===== src/rtl/ibex_mem_pkg.sv =====
// Shared types and defaults for the Ibex instruction/data memory arbiter.
package ibex_mem_pkg;

    // Which port, if any, receives a response in the cycle after a grant.
    // The ERR_* states mark an access that was refused without touching the RAM.
    typedef enum logic [2:0] {
        OWN_NONE,
        OWN_INSTR,
        OWN_DATA,
        OWN_ERR_I,
        OWN_ERR_D
    } owner_e;

    // Default write-protected window [base, limit) in byte addresses.
    localparam logic [31:0] PROT_BASE_DEFAULT  = 32'h0000_2000;
    localparam logic [31:0] PROT_LIMIT_DEFAULT = 32'h0000_3000;

    // The violation counter saturates at this value.
    localparam logic [15:0] VIOL_CNT_MAX = 16'hFFFF;

    // True when base <= addr < limit.
    function automatic logic addr_in_window(input logic [31:0] addr,
                                            input logic [31:0] base,
                                            input logic [31:0] limit);
        return (addr >= base) && (addr < limit);
    endfunction

endpackage


===== src/rtl/ibex_mem_arb_if.sv =====
// One core-side memory port: request/address/write data in, grant and response out.
interface ibex_mem_arb_if;

    logic        req;
    logic        we;
    logic [3:0]  be;
    logic [31:0] addr;
    logic [31:0] wdata;
    logic        gnt;
    logic        rvalid;
    logic [31:0] rdata;
    logic        err;

    // The core side issues requests and receives grants/responses.
    modport master (
        output req, we, be, addr, wdata,
        input  gnt, rvalid, rdata, err
    );

    // The arbiter side sees requests and returns grants/responses.
    modport slave (
        input  req, we, be, addr, wdata,
        output gnt, rvalid, rdata, err
    );

endinterface


===== src/rtl/ibex_mem_prot_chk.sv =====
// Combinational address decode for one port: is the access inside the RAM and
// not a store into the write-protected window?
module ibex_mem_prot_chk
    import ibex_mem_pkg::*;
#(
    parameter int unsigned Depth     = 16384,
    parameter logic [31:0] ProtBase  = PROT_BASE_DEFAULT,
    parameter logic [31:0] ProtLimit = PROT_LIMIT_DEFAULT
) (
    ibex_mem_arb_if.slave bus,
    output logic          ok,
    output logic          viol
);

    // RAM size in bytes; one extra bit so Depth*4 never wraps.
    localparam logic [32:0] RamBytes = 33'(Depth) * 33'd4;

    logic in_ram;

    assign in_ram = ({1'b0, bus.addr} < RamBytes);

    // Loads and fetches may read the protected window; only stores are refused.
    assign viol = bus.we && addr_in_window(bus.addr, ProtBase, ProtLimit);

    assign ok = in_ram && !viol;

endmodule


===== src/rtl/ibex_mem_arb.sv =====
// Two-port (instruction fetch / load-store) arbiter in front of a single-port
// RAM with a fixed one-cycle read latency. Grants are combinational, ties are
// round-robin, and illegal or write-protected accesses are answered with an
// error response without reaching the RAM.
module ibex_mem_arb
    import ibex_mem_pkg::*;
#(
    parameter int unsigned Depth     = 16384,
    parameter logic [31:0] ProtBase  = PROT_BASE_DEFAULT,
    parameter logic [31:0] ProtLimit = PROT_LIMIT_DEFAULT
) (
    input  logic                     clk_i,
    input  logic                     rst_i,

    input  logic                     instr_req_i,
    input  logic [31:0]              instr_addr_i,
    output logic                     instr_gnt_o,
    output logic                     instr_rvalid_o,
    output logic [31:0]              instr_rdata_o,
    output logic                     instr_err_o,

    input  logic                     data_req_i,
    input  logic                     data_we_i,
    input  logic [3:0]               data_be_i,
    input  logic [31:0]              data_addr_i,
    input  logic [31:0]              data_wdata_i,
    output logic                     data_gnt_o,
    output logic                     data_rvalid_o,
    output logic [31:0]              data_rdata_o,
    output logic                     data_err_o,

    output logic                     mem_req_o,
    output logic                     mem_we_o,
    output logic [3:0]               mem_be_o,
    output logic [$clog2(Depth)-1:0] mem_addr_o,
    output logic [31:0]              mem_wdata_o,
    input  logic                     mem_rvalid_i,
    input  logic [31:0]              mem_rdata_i,

    output logic [15:0]              viol_cnt_o
);

    localparam int unsigned Aw = $clog2(Depth);

    // ------------------------------------------------------------------
    // Port bundles. The fetch port is a read-only, full-word port.
    // ------------------------------------------------------------------
    ibex_mem_arb_if instr_bus ();
    ibex_mem_arb_if data_bus ();

    assign instr_bus.req   = instr_req_i;
    assign instr_bus.we    = 1'b0;
    assign instr_bus.be    = 4'hF;
    assign instr_bus.addr  = instr_addr_i;
    assign instr_bus.wdata = '0;

    assign data_bus.req    = data_req_i;
    assign data_bus.we     = data_we_i;
    assign data_bus.be     = data_be_i;
    assign data_bus.addr   = data_addr_i;
    assign data_bus.wdata  = data_wdata_i;

    // ------------------------------------------------------------------
    // Address legality per port.
    // ------------------------------------------------------------------
    logic instr_ok;
    logic unused_instr_viol;
    logic data_ok;
    logic data_viol;

    ibex_mem_prot_chk #(
        .Depth     (Depth),
        .ProtBase  (ProtBase),
        .ProtLimit (ProtLimit)
    ) u_instr_chk (
        .bus  (instr_bus),
        .ok   (instr_ok),
        .viol (unused_instr_viol)
    );

    ibex_mem_prot_chk #(
        .Depth     (Depth),
        .ProtBase  (ProtBase),
        .ProtLimit (ProtLimit)
    ) u_data_chk (
        .bus  (data_bus),
        .ok   (data_ok),
        .viol (data_viol)
    );

    // The RAM always answers exactly one cycle after a request, so the owner
    // register alone marks the response cycle; the RAM's own valid is redundant.
    logic unused_mem_rvalid;
    assign unused_mem_rvalid = mem_rvalid_i;

    // ------------------------------------------------------------------
    // Grant: one port per cycle, round-robin on a tie.
    // ------------------------------------------------------------------
    logic prio_instr;   // 1: the fetch port wins the next tie
    logic gnt_instr;
    logic gnt_data;

    // Pick at most one requester; nothing is granted while reset is held.
    // NOTE: every output gets a default before the branches so no path leaves it unassigned and no latch is inferred.
    always_comb begin
        gnt_instr = 1'b0;
        gnt_data  = 1'b0;
        if (!rst_i) begin
            if (instr_req_i && data_req_i) begin
                gnt_instr = prio_instr;
                gnt_data  = !prio_instr;
            end else begin
                gnt_instr = instr_req_i;
                gnt_data  = data_req_i;
            end
        end
    end

    // The port granted most recently loses the next tie; data is favoured after reset.
    // NOTE: registers use non-blocking assignments so each one samples values from before the clock edge.
    always_ff @(posedge clk_i) begin
        if (rst_i) begin
            prio_instr <= 1'b0;
        end else if (gnt_data) begin
            prio_instr <= 1'b1;
        end else if (gnt_instr) begin
            prio_instr <= 1'b0;
        end
    end

    assign instr_bus.gnt = gnt_instr;
    assign data_bus.gnt  = gnt_data;
    assign instr_gnt_o   = instr_bus.gnt;
    assign data_gnt_o    = data_bus.gnt;

    // ------------------------------------------------------------------
    // Owner FSM: remembers who gets the response in the next cycle.
    // ------------------------------------------------------------------
    owner_e owner_q;
    owner_e owner_d;

    // Owner state register; reset drops any access granted just before it.
    always_ff @(posedge clk_i) begin
        if (rst_i) begin
            owner_q <= OWN_NONE;
        end else begin
            owner_q <= owner_d;
        end
    end

    // Load the owner from this cycle's grant, or NONE when nothing is granted.
    always_comb begin
        owner_d = OWN_NONE;
        if (gnt_instr) begin
            owner_d = instr_ok ? OWN_INSTR : OWN_ERR_I;
        end else if (gnt_data) begin
            owner_d = data_ok ? OWN_DATA : OWN_ERR_D;
        end
    end

    logic        instr_rvalid;
    logic        instr_err;
    logic [31:0] instr_rdata;
    logic        data_rvalid;
    logic        data_err;
    logic [31:0] data_rdata;

    // Steer the response to the owning port; idle ports see all zeros.
    always_comb begin
        instr_rvalid = 1'b0;
        instr_err    = 1'b0;
        instr_rdata  = '0;
        data_rvalid  = 1'b0;
        data_err     = 1'b0;
        data_rdata   = '0;
        if (!rst_i) begin
            case (owner_q)
                OWN_INSTR: begin
                    instr_rvalid = 1'b1;
                    instr_rdata  = mem_rdata_i;
                end
                OWN_ERR_I: begin
                    instr_rvalid = 1'b1;
                    instr_err    = 1'b1;
                end
                OWN_DATA: begin
                    data_rvalid = 1'b1;
                    data_rdata  = mem_rdata_i;
                end
                OWN_ERR_D: begin
                    data_rvalid = 1'b1;
                    data_err    = 1'b1;
                end
                default: ;
            endcase
        end
    end

    assign instr_bus.rvalid = instr_rvalid;
    assign instr_bus.err    = instr_err;
    assign instr_bus.rdata  = instr_rdata;
    assign data_bus.rvalid  = data_rvalid;
    assign data_bus.err     = data_err;
    assign data_bus.rdata   = data_rdata;

    assign instr_rvalid_o = instr_bus.rvalid;
    assign instr_err_o    = instr_bus.err;
    assign instr_rdata_o  = instr_bus.rdata;
    assign data_rvalid_o  = data_bus.rvalid;
    assign data_err_o     = data_bus.err;
    assign data_rdata_o   = data_bus.rdata;

    // ------------------------------------------------------------------
    // RAM request: only granted, legal accesses reach the RAM.
    // ------------------------------------------------------------------

    // Route the granted legal access to the RAM; all mem_* are zero when idle.
    always_comb begin
        mem_req_o   = 1'b0;
        mem_we_o    = 1'b0;
        mem_be_o    = '0;
        mem_addr_o  = '0;
        mem_wdata_o = '0;
        if (gnt_instr && instr_ok) begin
            mem_req_o   = 1'b1;
            mem_we_o    = instr_bus.we;
            mem_be_o    = instr_bus.be;
            mem_addr_o  = instr_bus.addr[Aw+1:2];
            mem_wdata_o = instr_bus.wdata;
        end else if (gnt_data && data_ok) begin
            mem_req_o   = 1'b1;
            mem_we_o    = data_bus.we;
            mem_be_o    = data_bus.be;
            mem_addr_o  = data_bus.addr[Aw+1:2];
            mem_wdata_o = data_bus.wdata;
        end
    end

    // ------------------------------------------------------------------
    // Protection-violation counter.
    // ------------------------------------------------------------------
    logic [15:0] viol_cnt_q;

    // Count granted stores into the protected window, saturating at all-ones.
    always_ff @(posedge clk_i) begin
        if (rst_i) begin
            viol_cnt_q <= '0;
        end else if (gnt_data && data_viol && (viol_cnt_q != VIOL_CNT_MAX)) begin
            viol_cnt_q <= viol_cnt_q + 16'd1;
        end
    end

    assign viol_cnt_o = viol_cnt_q;

endmodule


===== config.mk =====
export PLATFORM = sky130hd
export DESIGN_NAME = ibex_mem_arb
export DESIGN_NICKNAME = d
export VERILOG_FILES = /design/src/rtl/ibex_mem_pkg.sv /design/src/rtl/ibex_mem_arb_if.sv /design/src/rtl/ibex_mem_prot_chk.sv /design/src/rtl/ibex_mem_arb.sv
export SDC_FILE = /design/constraint.sdc
export NUM_CORES = 1
export LEC_CHECK = 0
export CORE_AREA = 8 8 100 102
export DETAILED_ROUTE_END_ITERATION = 6
export DIE_AREA = 0 0 108 110
export PLACE_DENSITY = 0.88
export SYNTH_ARGS = -nofsm -noshare
export SYNTH_HDL_FRONTEND = slang
export SYNTH_SLANG_ARGS = --single-unit
export TNS_END_PERCENT = 5

===== constraint.sdc =====
create_clock -name clk_i -period 4.99 [get_ports clk_i]
set_input_delay 1.2475 -clock clk_i [delete_from_list [all_inputs] [get_ports clk_i]]
set_output_delay 1.2475 -clock clk_i [all_outputs]
set_load 0.01 [all_outputs]

==> results.md <==
* Clock Skew at between 0.003 and 0.004 ns
* Worst-case clock buffer depth at 2
* Slew Limit Fails at 0
* Syn nets at approximately 410
* Simple-Gate Fraction of Synth Area at 0.551
* Slowest-stage cell, CP: clkdlybuf4s50_1
* Combinational power share at 0.366
* RSZ-0062 raised after global routing: false
* Least-Margin Pin Slew at around 0.55 ns
* Worst hold path endpoint: viol_cnt_o[15]$_SDFFE_PP0P_
* Post-Synth Adder-Cell Area at 0.00634
* GRT Residual Overflow at 0
* Most used DFF post-synth: dfxtp_1
* Reg2reg end: viol_cnt_o[4]$_SDFFE_PP0P_
* CP startpoint kind: input pin
* Setup TNS Final at 0 ns
* Gr usage total at 0.201
* Worst-skew pair later-pin latency at roughly 0.26 ns
* Synth Register Bits at 20
* Distinct cells, synth at 40
* Die Ht at approximately 110 um
* Vias in the first global route at approximately 3200
* I/O Buffers at 270
* Max incr delay on CP at between 0.5 and 0.6 ns
* Synth Warn # at 0
* Crit end category: output port
* Clock slew at reported path FFs at around 0.080 ns
* FP Rows at 34
* CP Data Required Time at 3.74 ns
* Initial antenna violation count at 0
* R2R cell count at 5
* Maximum VDD drop at around 0.000093 V
* R2r setup slk at between 2 and 3 ns
* Number of synthesized flops with an enable pin at 0
* Layout Cells excl Fill at 639
* Fin crit share at 0.947
* Average wire per standard cell at about 20 um
* Worst hold path class: register to register
* N_diodes at 0
* TritonCTS clock tree: done
* Crit Path Class: input pin to output port
* Worst hold slack at 0.496 ns
* Clock sinks at 20
* # DRC at 0
* Worst Path Max Fanout at 15
* Postcts setup bufs at 0
* Area fraction in compound gates after synthesis at 0.144
* Gp weighted congestion at ~0.86
* Switching share of power at 0.228
* Post_cts resized at 0
* Crit path arrival time at about 3.5 ns
* Routed Wire Length at between 10000 and 15000 um
* CP dominant cell by count: clkdlybuf4s50_1
* Hold depth at 1
* Cell-internal power at between 0.3 and 0.4 mW
* Syn Inst Count at about 270
* Initial DRC count at between 150 and 200
* Fin crit period at between 4 and 5 ns
* Maximum Capacitance Violations at 0
* Asr flop ratio synth at 0
* Relative slew slack at 0.636
* Dpl cells at between 600 and 700
* Fmax at about 210 MHz
* Die Width at approximately 110 um
* Core Area at between 8000 and 9000 sq um
* Outcome: complete, no violations
* Number of vias per cell at 4.85
* # hold bufs at CTS at 0
* Vias at 3096
* Synthesized area at between 1500 and 2000 sq um
* Switch Pwr at between 0.1 and 0.15 mW
* Tot Pwr at 0.455 mW
* Syn-to-layout area delta at 147%
* Pwr/cell area at ~93 nW/um^2
* First-pass GRT wire length at approximately 19000 um
* First-pass DRT Iterations at 5
* Share of layout cells above drive strength 1 at 0.0621
* Hold Startpoint: viol_cnt_o[15]$_SDFFE_PP0P_
* LEAKAGE at 1.90 nW
* Seq pwr share at 0.358
* Cts bufs inserted at 3
* H-tree lvl count at 1
* Worst r2r src: viol_cnt_o[6]$_SDFFE_PP0P_
* Register area share after synthesis at 0.203
* Synth Area in XOR/XNOR at 0.00444
* DRT antenna net count at 0
* Setup violations, final at 0
* Die area at about 12000 sq um
* Worst path cell trace: clkdlybuf4s50_1, nor4_2, nand4_2, nor2_2, and2_1, buf_4, a22o_1, clkdlybuf4s50_1
* Post-layout util at 0.576
* Syn avg cell area at 7.37 sq um
* # nets final at 671
* Starting Density at 0.233
* Final number of hold-violating endpoints at 0
* I/O Pins at about 280
* Largest net degree at the start of global routing at 39
* Clock power frac at 0.276
* Post-DP HPWL at 11300 um
* Largest family of logic cells by synthesized area: simple AND/OR/NAND/NOR gates
* Root Buffer: clkbuf_8
* Mux share of post-synthesis cell area at 0.0330
## metrics by stage
stage / setup WS [ns] / cell area [sq um]
after detailed placement: 0.227 / 4820
after global routing: 0.132 / 4880
final: 0.265 / 4880
after CTS: 0.224 / 4880
after global placement: 0.249 / 4820
after floorplan: 0.974 / 1970
## state kept, by name, indices dropped and copies added, names as in the netlist
| name | cells |
|---|---|
| owner_q | 3 |
| prio_instr | 1 |
| viol_cnt_o | 16 |
## synth_stat cells, types with 5 or more instances
| library cell | count | share of area |
|---|---|---|
| and3_1 | 34 | 0.11 |
| clkbuf_1 | 18 | 0.034 |
| nor4_1 | 6 | 0.019 |
| o21ai_0 | 6 | 0.015 |
| dfxtp_1 | 20 | 0.20 |
| a22o_1 | 14 | 0.062 |
| nor2_1 | 12 | 0.023 |
| nand4_1 | 7 | 0.022 |
| nand2_1 | 9 | 0.017 |
| and2_1 | 66 | 0.21 |
| a21oi_1 | 11 | 0.028 |
| nor4_2 | 5 | 0.032 |
| or3_1 | 5 | 0.016 |
## cell usage in the layout, fill, tap and decap left out, types with 3 or more instances in the layout
cell             count
or4_1                4
nand4_1              7
nor4_2               5
o21ai_0              6
or3_1                5
nor2b_1              4
a21oi_1             11
and2_1              66
a21o_1               4
a22o_1              14
mux2_2               3
nor2_1              11
inv_1                4
buf_4               10
clkbuf_8             4
clkdlybuf4s50_1    270
o31ai_1              3
nor3_1               3
nand2_1              9
dfxtp_1             20
and3_1              34
nor4_1               6
nand3_1              4
## worst max-delay path: cells and delay by family
| family | cells | cell delay, ns |
|---|---|---|
| AND/OR/NAND/NOR | 4 | 0.91 |
| buffers and inverters | 3 | 1.15 |
| AO/OA/AOI/OAI | 1 | 0.17 |
## cell type report
type / instances / area (sq um)
fillers: 756 / 3590
well taps: 108 / 135
multi-input cells: 222 / 1470
inverters: 4 / 15.0
flip-flops and latches: 20 / 400
clock buffers: 4 / 55.1
repair buffers: 281 / 2800
## layer usage
| metal | GRT usage | up-vias | part of all wire |
|---|---|---|---|
| met5 | 0 | - | 0 |
| met4 | 0.0218 | 0 | 0.011 |
| met3 | 0.0820 | 18 | 0.11 |
| met2 | 0.371 | 164 | 0.51 |
| met1 | 0.215 | 1429 | 0.37 |
| li1 | - | 1485 | - |
## logic make-up (layout without fill, tap and decap cells)
| logic type | after synthesis | count (layout) |
|---|---|---|
| xor+xnor | 1 | 1 |
| buf+inv | 26 | 289 |
| fa+ha+maj | 1 | 1 |
| mux | 6 | 6 |
| flops | 20 | 20 |
| compound gates | 41 | 41 |
| simple gates | 173 | 173 |
## how the worst max path moves through the flow
stage                    start             end  slack [ns]  depth (start not counted)
6_report       data_addr_i[23]   mem_addr_o[1]        0.26                          8
5_1_grt        data_addr_i[29]   mem_addr_o[0]        0.13                          8
4_1_cts        data_addr_i[23]   mem_addr_o[1]        0.22                          8
3_5_place_dp   data_addr_i[23]   mem_addr_o[1]        0.23                          8
3_3_place_gp   data_addr_i[23]   mem_addr_o[0]        0.25                          8
2_1_floorplan  data_addr_i[29]  mem_addr_o[11]        0.97                          8
## power groups by stage
stage | clock network, mW | registers, mW | logic, mW
6_report | 0.126 | 0.163 | 0.167
5_1_grt | 0.132 | 0.164 | 0.176
4_1_cts | 0.126 | 0.163 | 0.167
3_5_place_dp | 0 | 0.167 | 0.167
3_3_place_gp | 0 | 0.167 | 0.163
2_1_floorplan | 0 | 0.166 | 0.0280
No activity file was read; power rests on OpenSTA's default activity.
